File: config.mk
export PLATFORM = sky130hd
export DESIGN_NAME = sensor_value_solver
export DESIGN_NICKNAME = d
export VERILOG_FILES = /design/src/rtl/sensor_value_solver.sv
export SDC_FILE = /design/constraint.sdc
export NUM_CORES = 1
export LEC_CHECK = 0
export CAP_MARGIN = 20
export CORE_ASPECT_RATIO = 0.8
export CORE_MARGIN = 5
export CORE_UTILIZATION = 50
export DETAILED_ROUTE_END_ITERATION = 10
export HOLD_SLACK_MARGIN = 0.1
export PLACE_DENSITY = 0.74
export SLEW_MARGIN = 20
export SYNTH_ARGS = -nofsm -noshare
export SYNTH_HDL_FRONTEND = slang
export SYNTH_SLANG_ARGS = --single-unit
File: constraint.sdc
create_clock -name clk -period 2.3 [get_ports clk]
set_clock_uncertainty 0.05 [all_clocks]
set_input_delay 0.46 -clock clk [delete_from_list [all_inputs] [get_ports clk]]
set_output_delay 0.46 -clock clk [all_outputs]
set_load 0.03 [all_outputs]
File: src/rtl/sensor_value_solver.sv
// sensor_value_solver: finds the sensor code that makes
// temperature = factotyBaseTemp + factotyTempCoef * tempSensorValue hit targetTemp,
// using a fixed-latency restoring divider behind a start/busy/done handshake.
module sensor_value_solver #(
  parameter int unsigned TEMP_WIDTH = 8
) (
  input  logic                  clk,
  input  logic                  rst,
  input  logic                  start,
  input  logic [TEMP_WIDTH-1:0] targetTemp,
  input  logic [4:0]            factotyBaseTemp,
  input  logic [3:0]            factotyTempCoef,
  output logic                  busy,
  output logic                  done,
  output logic [3:0]            tempSensorValue,
  output logic                  exact,
  output logic                  saturated,
  output logic                  underflow,
  output logic                  coefZero
);

  localparam int unsigned DIFF_W    = TEMP_WIDTH + 1;
  localparam int unsigned CNT_W     = (TEMP_WIDTH > 1) ? $clog2(TEMP_WIDTH) : 1;
  localparam int unsigned REM_W     = 5;
  localparam int unsigned COEF_W    = 4;
  localparam int unsigned VAL_W     = 4;
  localparam int unsigned VAL_MAX   = 15;
  localparam int unsigned LAST_STEP = TEMP_WIDTH - 1;

  typedef enum logic [1:0] {
    S_IDLE   = 2'd0,
    S_DIVIDE = 2'd1,
    S_FINISH = 2'd2
  } state_e;

  state_e              state_q, state_d;
  logic [CNT_W-1:0]    count_q, count_d;
  // Dividend bits shift out of the MSB while quotient bits shift in at the LSB.
  logic [TEMP_WIDTH-1:0] quo_q, quo_d;
  logic [REM_W-1:0]    rem_q, rem_d;
  logic [COEF_W-1:0]   coef_q, coef_d;
  // Two's-complement difference; the MSB is the sign.
  logic [DIFF_W-1:0]   diff_q, diff_d;

  logic                busy_q, busy_d;
  logic                done_q, done_d;
  logic [VAL_W-1:0]    value_q, value_d;
  logic                exact_q, exact_d;
  logic                sat_q, sat_d;
  logic                und_q, und_d;
  logic                cz_q, cz_d;

  logic [DIFF_W-1:0]   diff_c;
  logic [REM_W-1:0]    trial_c;
  logic                fits_c;
  logic [REM_W-1:0]    rem_step_c;
  logic [TEMP_WIDTH-1:0] quo_step_c;
  logic                over_c;

  // Datapath helpers: input difference and one restoring-division step.
  always_comb begin
    diff_c     = DIFF_W'(targetTemp) - DIFF_W'(factotyBaseTemp);
    trial_c    = {rem_q[REM_W-2:0], quo_q[TEMP_WIDTH-1]};
    fits_c     = (trial_c >= REM_W'(coef_q));
    rem_step_c = fits_c ? (trial_c - REM_W'(coef_q)) : trial_c;
    quo_step_c = {quo_q[TEMP_WIDTH-2:0], fits_c};
    over_c     = (quo_q > TEMP_WIDTH'(VAL_MAX));
  end

  // Next-state and registered-output logic.
  always_comb begin
    state_d = state_q;
    count_d = count_q;
    quo_d   = quo_q;
    rem_d   = rem_q;
    coef_d  = coef_q;
    diff_d  = diff_q;
    busy_d  = busy_q;
    done_d  = 1'b0;
    value_d = value_q;
    exact_d = exact_q;
    sat_d   = sat_q;
    und_d   = und_q;
    cz_d    = cz_q;

    unique case (state_q)
      S_IDLE: begin
        if (start) begin
          diff_d  = diff_c;
          coef_d  = factotyTempCoef;
          quo_d   = diff_c[TEMP_WIDTH-1:0];
          rem_d   = '0;
          count_d = '0;
          busy_d  = 1'b1;
          state_d = S_DIVIDE;
        end
      end

      S_DIVIDE: begin
        if (diff_q[DIFF_W-1]) begin
          // Target below base: no non-negative code reaches it.
          value_d = '0;
          exact_d = 1'b0;
          sat_d   = 1'b0;
          und_d   = 1'b1;
          cz_d    = 1'b0;
          done_d  = 1'b1;
          busy_d  = 1'b0;
          state_d = S_IDLE;
        end else if (coef_q == '0) begin
          // Zero slope: any code yields the base; exact only if target equals it.
          value_d = '0;
          exact_d = (diff_q == '0);
          sat_d   = 1'b0;
          und_d   = 1'b0;
          cz_d    = 1'b1;
          done_d  = 1'b1;
          busy_d  = 1'b0;
          state_d = S_IDLE;
        end else begin
          quo_d   = quo_step_c;
          rem_d   = rem_step_c;
          count_d = count_q + CNT_W'(1);
          if (count_q == CNT_W'(LAST_STEP)) begin
            state_d = S_FINISH;
          end
        end
      end

      S_FINISH: begin
        if (over_c) begin
          value_d = VAL_W'(VAL_MAX);
          exact_d = 1'b0;
          sat_d   = 1'b1;
        end else begin
          value_d = quo_q[VAL_W-1:0];
          exact_d = (rem_q == '0);
          sat_d   = 1'b0;
        end
        und_d   = 1'b0;
        cz_d    = 1'b0;
        done_d  = 1'b1;
        busy_d  = 1'b0;
        state_d = S_IDLE;
      end

      default: begin
        state_d = S_IDLE;
      end
    endcase
  end

  // State and output registers with synchronous reset.
  always_ff @(posedge clk) begin
    if (rst) begin
      state_q <= S_IDLE;
      count_q <= '0;
      quo_q   <= '0;
      rem_q   <= '0;
      coef_q  <= '0;
      diff_q  <= '0;
      busy_q  <= 1'b0;
      done_q  <= 1'b0;
      value_q <= '0;
      exact_q <= 1'b0;
      sat_q   <= 1'b0;
      und_q   <= 1'b0;
      cz_q    <= 1'b0;
    end else begin
      state_q <= state_d;
      count_q <= count_d;
      quo_q   <= quo_d;
      rem_q   <= rem_d;
      coef_q  <= coef_d;
      diff_q  <= diff_d;
      busy_q  <= busy_d;
      done_q  <= done_d;
      value_q <= value_d;
      exact_q <= exact_d;
      sat_q   <= sat_d;
      und_q   <= und_d;
      cz_q    <= cz_d;
    end
  end

  assign busy            = busy_q;
  assign done            = done_q;
  assign tempSensorValue = value_q;
  assign exact           = exact_q;
  assign saturated       = sat_q;
  assign underflow       = und_q;
  assign coefZero        = cz_q;

endmodule
Word-level counts from Yosys, hierarchy flattened
Cells that the tools add are included.
{"block": "totals", "regBits": 41, "out_inout_bits": 10, "in_bits": 20}
{"block": "classes", "reduce_logical": 12, "muxes": 40, "eq_ne": 8, "add_sub_neg": 3, "order_cmp": 2}
{"cell": "two-way mux 8 bit", "n": 3}
{"cell": "two-way mux 5 bit", "n": 4}
{"cell": "case mux 8 bit (2 select lines)", "n": 1}
{"cell": "two-way mux 1 bit", "n": 12}
{"cell": "two-way mux 4 bit", "n": 3}
{"cell": "case mux 1 bit (2 select lines)", "n": 5}
{"cell": "case mux 5 bit (2 select lines)", "n": 1}
{"cell": "zero test 9 bit", "n": 1}
{"cell": "two-way mux 3 bit", "n": 3}
{"cell": "subtractor 8 x 5 -> 9 bit", "n": 1}
{"cell": "greater-than comparator 8 x 4 -> 1 bit, second input constant", "n": 1}
{"cell": "two-way mux 2 bit", "n": 4}
{"cell": "case mux 4 bit (2 select lines)", "n": 1}
{"cell": "inequality test 2 bit, second input constant", "n": 3}
{"cell": "case mux 3 bit (2 select lines)", "n": 1}
{"cell": "AND reduction 2 bit", "n": 3}
{"cell": "greater-or-equal comparator 5 x 4 -> 1 bit", "n": 1}
{"cell": "zero test 5 bit", "n": 1}
{"cell": "subtractor 5 x 4 -> 5 bit", "n": 1}
{"cell": "zero test 4 bit", "n": 1}
{"cell": "inequality test 4 bit, second input constant", "n": 1}
{"cell": "case mux 2 bit (2 select lines)", "n": 1}
{"cell": "AND reduction 4 bit", "n": 1}
{"cell": "nonzero test 2 bit", "n": 2}
{"cell": "other kinds (9)", "n": 9}

Longest topological paths before layout
Gate-level depths: netlist (run 1).
{"block": "depth", "depth_word": 5, "mapped_depth": 8}

Worst setup path before layout (run 1)
Ideal clock, no wire load.
{"block": "synth_path", "path_type": "input -> register", "start": "input targetTemp[0]", "end": "register quo_q[6]", "path_buffers": 0, "setup_time_ns": 0.101, "slack_ns": 0.275, "cell_stages": 8, "t_arrival_ns": 1.874, "cell_sequence": "inv_1 > ha_1 > fa_1 > nor2b_1 > o31a_1 > o31a_1 > nor3_1 > o41ai_1"}
{"block": "synth_between", "elab_chain_len": 3}
{"element": "start, declared", "line_no": "10", "text": "input logic [TEMP_WIDTH-1:0] targetTemp,"}
{"element": "subtractor 8 x 5 -> 9 bit", "line_no": "62", "text": "diff_c = DIFF_W'(targetTemp) - DIFF_W'(factotyBaseTemp);"}
{"element": "two-way mux 8 bit", "line_no": "88", "text": "if (start) begin"}
{"element": "case mux 8 bit (2 select lines)", "line_no": "86", "text": "unique case (state_q)"}
{"element": "end signal, assigned", "line_no": "172", "text": "quo_q <= quo_d;"}
{"element": "end, declared", "line_no": "39", "text": "logic [TEMP_WIDTH-1:0] quo_q, quo_d;"}
No other way between the ends. The select of a mux whose other input is x is not followed.
A chain may end at the register's enable or synchronous reset.

Worst setup path in the final report (run 1)
{"block": "layout_path", "start": "input targetTemp[0]", "end": "register diff_q[4]"}
{"block": "layout_between", "elab_chain_len": 1}
{"element": "subtractor 8 x 5 -> 9 bit", "line_no": "62"}
{"element": "end signal, assigned", "line_no": "175", "text": "diff_q <= diff_d;"}
{"element": "end, declared", "line_no": "43", "text": "logic [DIFF_W-1:0] diff_q, diff_d;"}
No other way between the ends.

==> results.json, run 1 <==
{
  "regArea_sq_um": 820.8,
  "hpwl_um": 4218,
  "min_period_over_period": 0.9438,
  "r2r_end": "rem_q[4]",
  "antenna_cells": 0,
  "worst_ep_arrival_time_ns": 2.31,
  "syn_inst": 272,
  "maxSlewViolCount": 0,
  "cp_top_family": "buffers and inverters",
  "dr.pass1.iters": 4,
  "critical_path_buf_inv_count": 4,
  "p_leak_nw": 1.127,
  "fillers": 393,
  "finalCriticalPeriod_ns": 2.171,
  "grt_pass1_vias": 1937,
  "whs_ns": 0.4131,
  "portBuffers": 29,
  "final_cells": 378,
  "power.density_nw_per_um2": 613.5,
  "crit_fanout": 3,
  "vias_per_cell": 5.683,
  "synth_edf_count": 0,
  "hold_class": "flop to flop",
  "path_clk_slew_ns": 0.08,
  "antenna_found_initial": 0,
  "numCtsBuffers": 5,
  "drc": 0,
  "dieWidth_um": 85.06,
  "htree_num_levels": 2,
  "clock_power_share": 0.260,
  "syn_nets": 308,
  "critPathMostFrequentCell": "buf_4",
  "power_frac_comb": 0.288,
  "grt_max_degree": 25,
  "fin_nets": 356,
  "p_int_w": 0.001208,
  "r2r-start": "state_q[0]",
  "ir_drop_mv": 0.3258,
  "grt_pass1_wl_um": 9149,
  "place_inst": 369,
  "max_freq_ghz": 0.4607,
  "critPathLaunchType": "primary input",
  "layout-drive-gt1-share": 0.1402,
  "synth_ff_type": "dfxtp_1",
  "cts_buffer_depth": 2,
  "critPathSlowestCell": "clkdlybuf4s50_1",
  "worst_slew_pin_slew_ns": 0.4453,
  "ys_seq_elements": 41,
  "cpPeakStageDelay_ns": 0.46,
  "drtIter0Drc": 145,
  "crit_cells": 11,
  "pin_count": 30,
  "rows": 21,
  "core_sq_um": 4283,
  "crit_start": "targetTemp[0]",
  "cts_tree": "done",
  "ys_types": 49,
  "hold_viol": 0,
  "yosysSeqAreaShare": 0.3642,
  "die_h_um": 70.05,
  "dieArea_sq_um": 5958,
  "endpoint_kind": "flop",
  "cts-root-buf": "clkbuf_8",
  "vias": 2148,
  "yosys_warnings": 0,
  "seq_power_share": 0.452,
  "netlist_area_sq_um": 2253,
  "reg2regPathDepth": 8,
  "switching_share": 0.3150,
  "fin_total_pwr_w": 0.001763,
  "cp_data_required_time_ns": 2.44,
  "detail-route-antenna-nets": 0,
  "grt_usage": 0.1871,
  "outcome": "completed",
  "wirelength_um": 5578,
  "pre_cts_ws_ns": -0.3352,
  "p_switching_w": 0.0005554,
  "holdBufCountCts": 0,
  "syn2layout_area_growth_pct": 27.54,
  "clk_latency_ns": 0.29,
  "cp_cell_sequence": "clkdlybuf4s50_1, inv_1, ha_1, fa_2, nor2b_2, o31a_1, buf_4, buf_4, a211oi_1, a21oi_1, nor2_1",
  "syn_avg_cell_area_sq_um": 8.285,
  "path_class": "primary input to flop",
  "max_slew_margin": 0.7031,
  "multi_input_area_sq_um": 1360,
  "synthArstFlopShare": 0,
  "routedWlPerCell_um": 14.76,
  "drv_cap": 0,
  "start_util": 0.5261,
  "grt_overflow": 0,
  "setup_viol": 0,
  "clock_sinks": 41,
  "setup_ws_ns": 0.1293,
  "r2r_setup_slack_ns": 0.24,
  "endpoint": "diff_q[4]",
  "grt_setup_unrepaired": "no",
  "gp_congestion": 0.8212
}
[layer usage]
| layer | vias to the layer above | part of all wire | track usage |
|---|---|---|---|
| met1 | 1006 | 0.49 | 0.2588 |
| met5 | - | 0 | 0 |
| met4 | 0 | 0.013 | 0.05800 |
| met2 | 55 | 0.44 | 0.2940 |
| li1 | 1080 | - | - |
| met3 | 7 | 0.049 | 0.03525 |
[cells in the final DEF (no fill, tap or decap), drive strengths merged, types with 7 or more instances in the layout]
master | netlist | layout
ha | 14 | 14
dfxtp | 41 | 41
nor3 | 9 | 9
buf | 4 | 25
nand2 | 22 | 22
inv | 15 | 15
a21oi | 24 | 24
nand2b | 7 | 7
clkdlybuf4s50 | 0 | 27
o21ai | 13 | 13
a211oi | 10 | 10
nor2 | 34 | 34
[stage by stage]
| stage | instance area, sq um | util | TNS (ns) |
|---|---|---|---|
| after detailed placement | 2744 | 0.6407 | -2.107 |
| final | 2874 | 0.6710 | 0 |
| after floorplan | 2253 | - | 0 |
| after global placement | 2744 | 0.6407 | -1.396 |
| after CTS | 2834 | 0.6617 | 0 |
| after global routing | 2874 | 0.6710 | 0 |
[timing repair]
item | 4_1_cts | 5_1_grt
resized for setup | 0 | 8
pin swaps | 2 | 5
buffers inserted | 1 | 0
setup endpoints to repair | 1 | 8
[power by group through the flow]
| stage | combinational (W) | clock (W) | sequential (W) |
|---|---|---|---|
| 2_1_floorplan | 0.000307 | 0 | 0.000813 |
| 3_3_place_gp | 0.000483 | 0 | 0.000811 |
| 3_5_place_dp | 0.000494 | 0 | 0.000813 |
| 4_1_cts | 0.000499 | 0.000464 | 0.000796 |
| 5_1_grt | 0.000556 | 0.000499 | 0.000804 |
| 6_report | 0.000507 | 0.000458 | 0.000798 |
[synth_stat cells, types with 3 or more instances]
| master | n | area, sq um |
|---|---|---|
| a21oi_1 | 23 | 115.1 |
| nor4_1 | 5 | 31.28 |
| a22oi_1 | 6 | 45.04 |
| nor2b_1 | 6 | 37.54 |
| a32oi_1 | 5 | 43.79 |
| mux2i_1 | 3 | 30.03 |
| nand2b_1 | 7 | 43.79 |
| nor3_1 | 9 | 45.04 |
| o21ai_0 | 12 | 60.06 |
| or3_1 | 3 | 18.77 |
| o21a_1 | 3 | 22.52 |
| nand2_1 | 22 | 82.58 |
| or4_1 | 3 | 22.52 |
| inv_1 | 15 | 56.30 |
| dfxtp_1 | 41 | 820.8 |
| nor2_1 | 34 | 127.6 |
| o31a_1 | 3 | 26.28 |
| a211oi_1 | 10 | 75.07 |
| ha_1 | 14 | 175.2 |
| clkbuf_1 | 9 | 33.78 |
[worst reg2reg max path, stage by stage, from the launching register on]
cell and delay, ns:
dfxtp_1 0.33, inv_1 0.10, ha_1 0.31, nor2b_1 0.35, nor3b_1 0.13, nor2_1 0.32
buf_4 0.20, nand2_1 0.05, a21oi_1 0.14
[sequential cells by signal, indices dropped and copies added, names as in the netlist]
| signal | cells |
|---|---|
| tempSensorValue | 4 |
| done | 1 |
| diff_q | 9 |
| coefZero | 1 |
| count_q | 3 |
| coef_q | 4 |
| state_q | 2 |
| saturated | 1 |
| quo_q | 8 |
| underflow | 1 |
| rem_q | 5 |
| busy | 1 |
| exact | 1 |
[how the worst min path moves through the flow]
stage | startpoint | end | slack, ns | cells after the start
4_1_cts | saturated | saturated | 0.42 | 2
2_1_floorplan | rem_q[4] | rem_q[4] | 0.38 | 2
3_3_place_gp | saturated | saturated | 0.39 | 2
6_report | saturated | saturated | 0.41 | 2
5_1_grt | exact | exact | 0.44 | 2
3_5_place_dp | saturated | saturated | 0.41 | 2
[layout make-up]
cell class | count | area share
clock buffer | 6 | 0.02525
clock inverter | 2 | 0.003483
inverter | 15 | 0.01959
multi-input combinational | 203 | 0.4732
sequential | 41 | 0.2856
tap | 57 | 0.02481
timing repair buffer | 54 | 0.1680
[logic make-up after synthesis]
kind of cell	Yosys count	share of synthesized area
AO/OA/AOI/OAI	79	0.2393
XOR/XNOR	3	0.01166
adder cells (fa/ha/maj)	16	0.09550
buffers and inverters	28	0.04775
flip-flops	41	0.3642
multiplexers	4	0.01832
AND/OR/NAND/NOR	101	0.2232
Note: power is estimated with default switching activity, not from simulation.
==> run 2, diff against run 1 <==
- SKIP_CTS_REPAIR_TIMING: not set -> 1
==> run 2 against run 1 <==
Flip-flop and latch count is the same. Non-clock buffer count grew 2. Clock-buffer cell count is the same. Worst setup slack lost 0.033 ns. Clock power is essentially flat. First-iteration DRC count shrank 1.4%. Sequential power is essentially flat. Largest cell class unchanged. Largest power group unchanged.
==> results.json, run 2 (synthesis gave the netlist of run 1 again) <==
{
  "outcome": "completed",
  "cts-root-buf": "clkbuf_8",
  "p_leak_nw": 1.137,
  "cpPeakStageDelay_ns": 0.40,
  "fillers": 387,
  "layout-drive-gt1-share": 0.1517,
  "reg_top3": "diff_q x9, quo_q x8, rem_q x5",
  "detail-route-antenna-nets": 0,
  "clock_sinks": 41,
  "portBuffers": 29,
  "cp_top_family": "buffers and inverters",
  "min_path_cells": 2,
  "postPlaceCellArea_sq_um": 2744,
  "critPathSlowestCell": "clkdlybuf4s50_1",
  "worst_slew_pin_slew_ns": 0.4463,
  "ir_drop_mv": 0.3270,
  "dieWidth_um": 85.06,
  "min_period_over_period": 0.9584,
  "routedWlPerCell_um": 14.70,
  "clk_latency_ns": 0.29,
  "wirelength_um": 5585,
  "grt_overflow": 0,
  "max_freq_ghz": 0.4537,
  "design_area_sq_um": 2898,
  "largest_reg_flops": 9,
  "grt_pass1_wl_um": 9163,
  "layout_common_cells": "dfxtp_1, nor2_1, clkdlybuf4s50_1, buf_4, a21oi_1",
  "grt_usage": 0.1874,
  "setup_viol": 0,
  "drtIter0Drc": 143,
  "fin_nets": 358,
  "critPathMostFrequentCell": "buf_4",
  "whs_ns": 0.4128,
  "crit_cells": 11,
  "gp_congestion": 0.8212,
  "crit_fanout": 4,
  "htree_num_levels": 2,
  "antenna_cells": 0,
  "path_clk_slew_ns": 0.08,
  "maxSlewViolCount": 0,
  "vias": 2141,
  "grt_pass1_vias": 1935,
  "dr.pass1.iters": 4,
  "drv_cap": 0,
  "regMostFlops": "diff_q",
  "worst_ep_arrival_time_ns": 2.39,
  "rows": 21,
  "fin_total_pwr_w": 0.001768,
  "cp_cell_sequence": "clkdlybuf4s50_1, inv_1, ha_2, fa_2, nor2b_2, o31a_1, buf_4, buf_4, nor4_2, a21oi_1, nor2_1",
  "layout_commonest_cell": "dfxtp_1",
  "hpwl_um": 4218,
  "cts_tree": "done",
  "endpoint_kind": "flop",
  "hold_class": "flop to flop",
  "grt_max_degree": 25,
  "reg2regPathDepth": 8,
  "antenna_found_initial": 0,
  "pre_cts_ws_ns": -0.3352,
  "hold_viol": 0,
  "drc": 0,
  "path_class": "primary input to flop",
  "critPathLaunchType": "primary input",
  "cts_buffer_depth": 2,
  "vias_per_cell": 5.634,
  "critical_path_buf_inv_count": 4,
  "place_inst": 369,
  "setup_ws_ns": 0.09576,
  "dieArea_sq_um": 5958,
  "syn2layout_area_growth_pct": 28.60,
  "power.density_nw_per_um2": 610.0,
  "start_util": 0.5261,
  "core_sq_um": 4283,
  "cp_data_required_time_ns": 2.48,
  "max_slew_margin": 0.7025,
  "final_cells": 380,
  "numCtsBuffers": 5,
  "finalCriticalPeriod_ns": 2.204,
  "die_h_um": 70.05,
  "pin_count": 30
}
## run 2: cell types whose count changed in the layout (fill, tap and decap cells not counted)
cell,before,now
buf_4,25,27
nor4_2,2,3
ha_1,13,12
nor4_1,4,3
ha_2,0,1
## run 2: worst paths after layout
kind	start	slack, ns	to
setup / recovery	targetTemp[0]	0.1	diff_q[8]
hold / removal	saturated	0.41	saturated
setup reg to reg	state_q[0]	0.25	rem_q[4]
hold reg to reg	saturated	0.41	saturated
## run 2: worst min-delay path, stage by stage, from the launching register on
cell and delay, ns:
dfxtp_1 0.31, nand2_1 0.05, a21oi_1 0.06
## run 2: cell type report
type | count | area [sq um] | share of cell area
Clock inverter | 2 | 10.01 | 0.003454
Tap cell | 57 | 71.32 | 0.02461
Sequential cell | 41 | 820.8 | 0.2832
Multi-Input combinational cell | 203 | 1369 | 0.4724
Clock buffer | 6 | 72.57 | 0.02504
Timing Repair Buffer | 56 | 498.0 | 0.1718
Inverter | 15 | 56.30 | 0.01943
## run 2: layer usage
metal  vias to the layer above  share of wire  track usage
met4                         0          0.013      0.05800
li1                       1089              -            -
met1                      1001           0.50       0.2603
met3                         7          0.042      0.03525
met5                         -              0            0
met2                        44           0.44       0.2931
## run 2: power breakdown
group	switching, W	leakage [nW]	internal, W
Combinational	0.000271	0.757	0.000244
Sequential	0.0000386	0.335	0.000759
Clock	0.000245	0.0450	0.000211
## run 2: through the flow
stage | setup TNS, ns | utilization
after floorplan | 0 | -
after global placement | -1.396 | 0.6407
after detailed placement | -2.107 | 0.6407
after CTS | -0.02567 | 0.6599
after global routing | -0.01920 | 0.6766
final | 0 | 0.6766
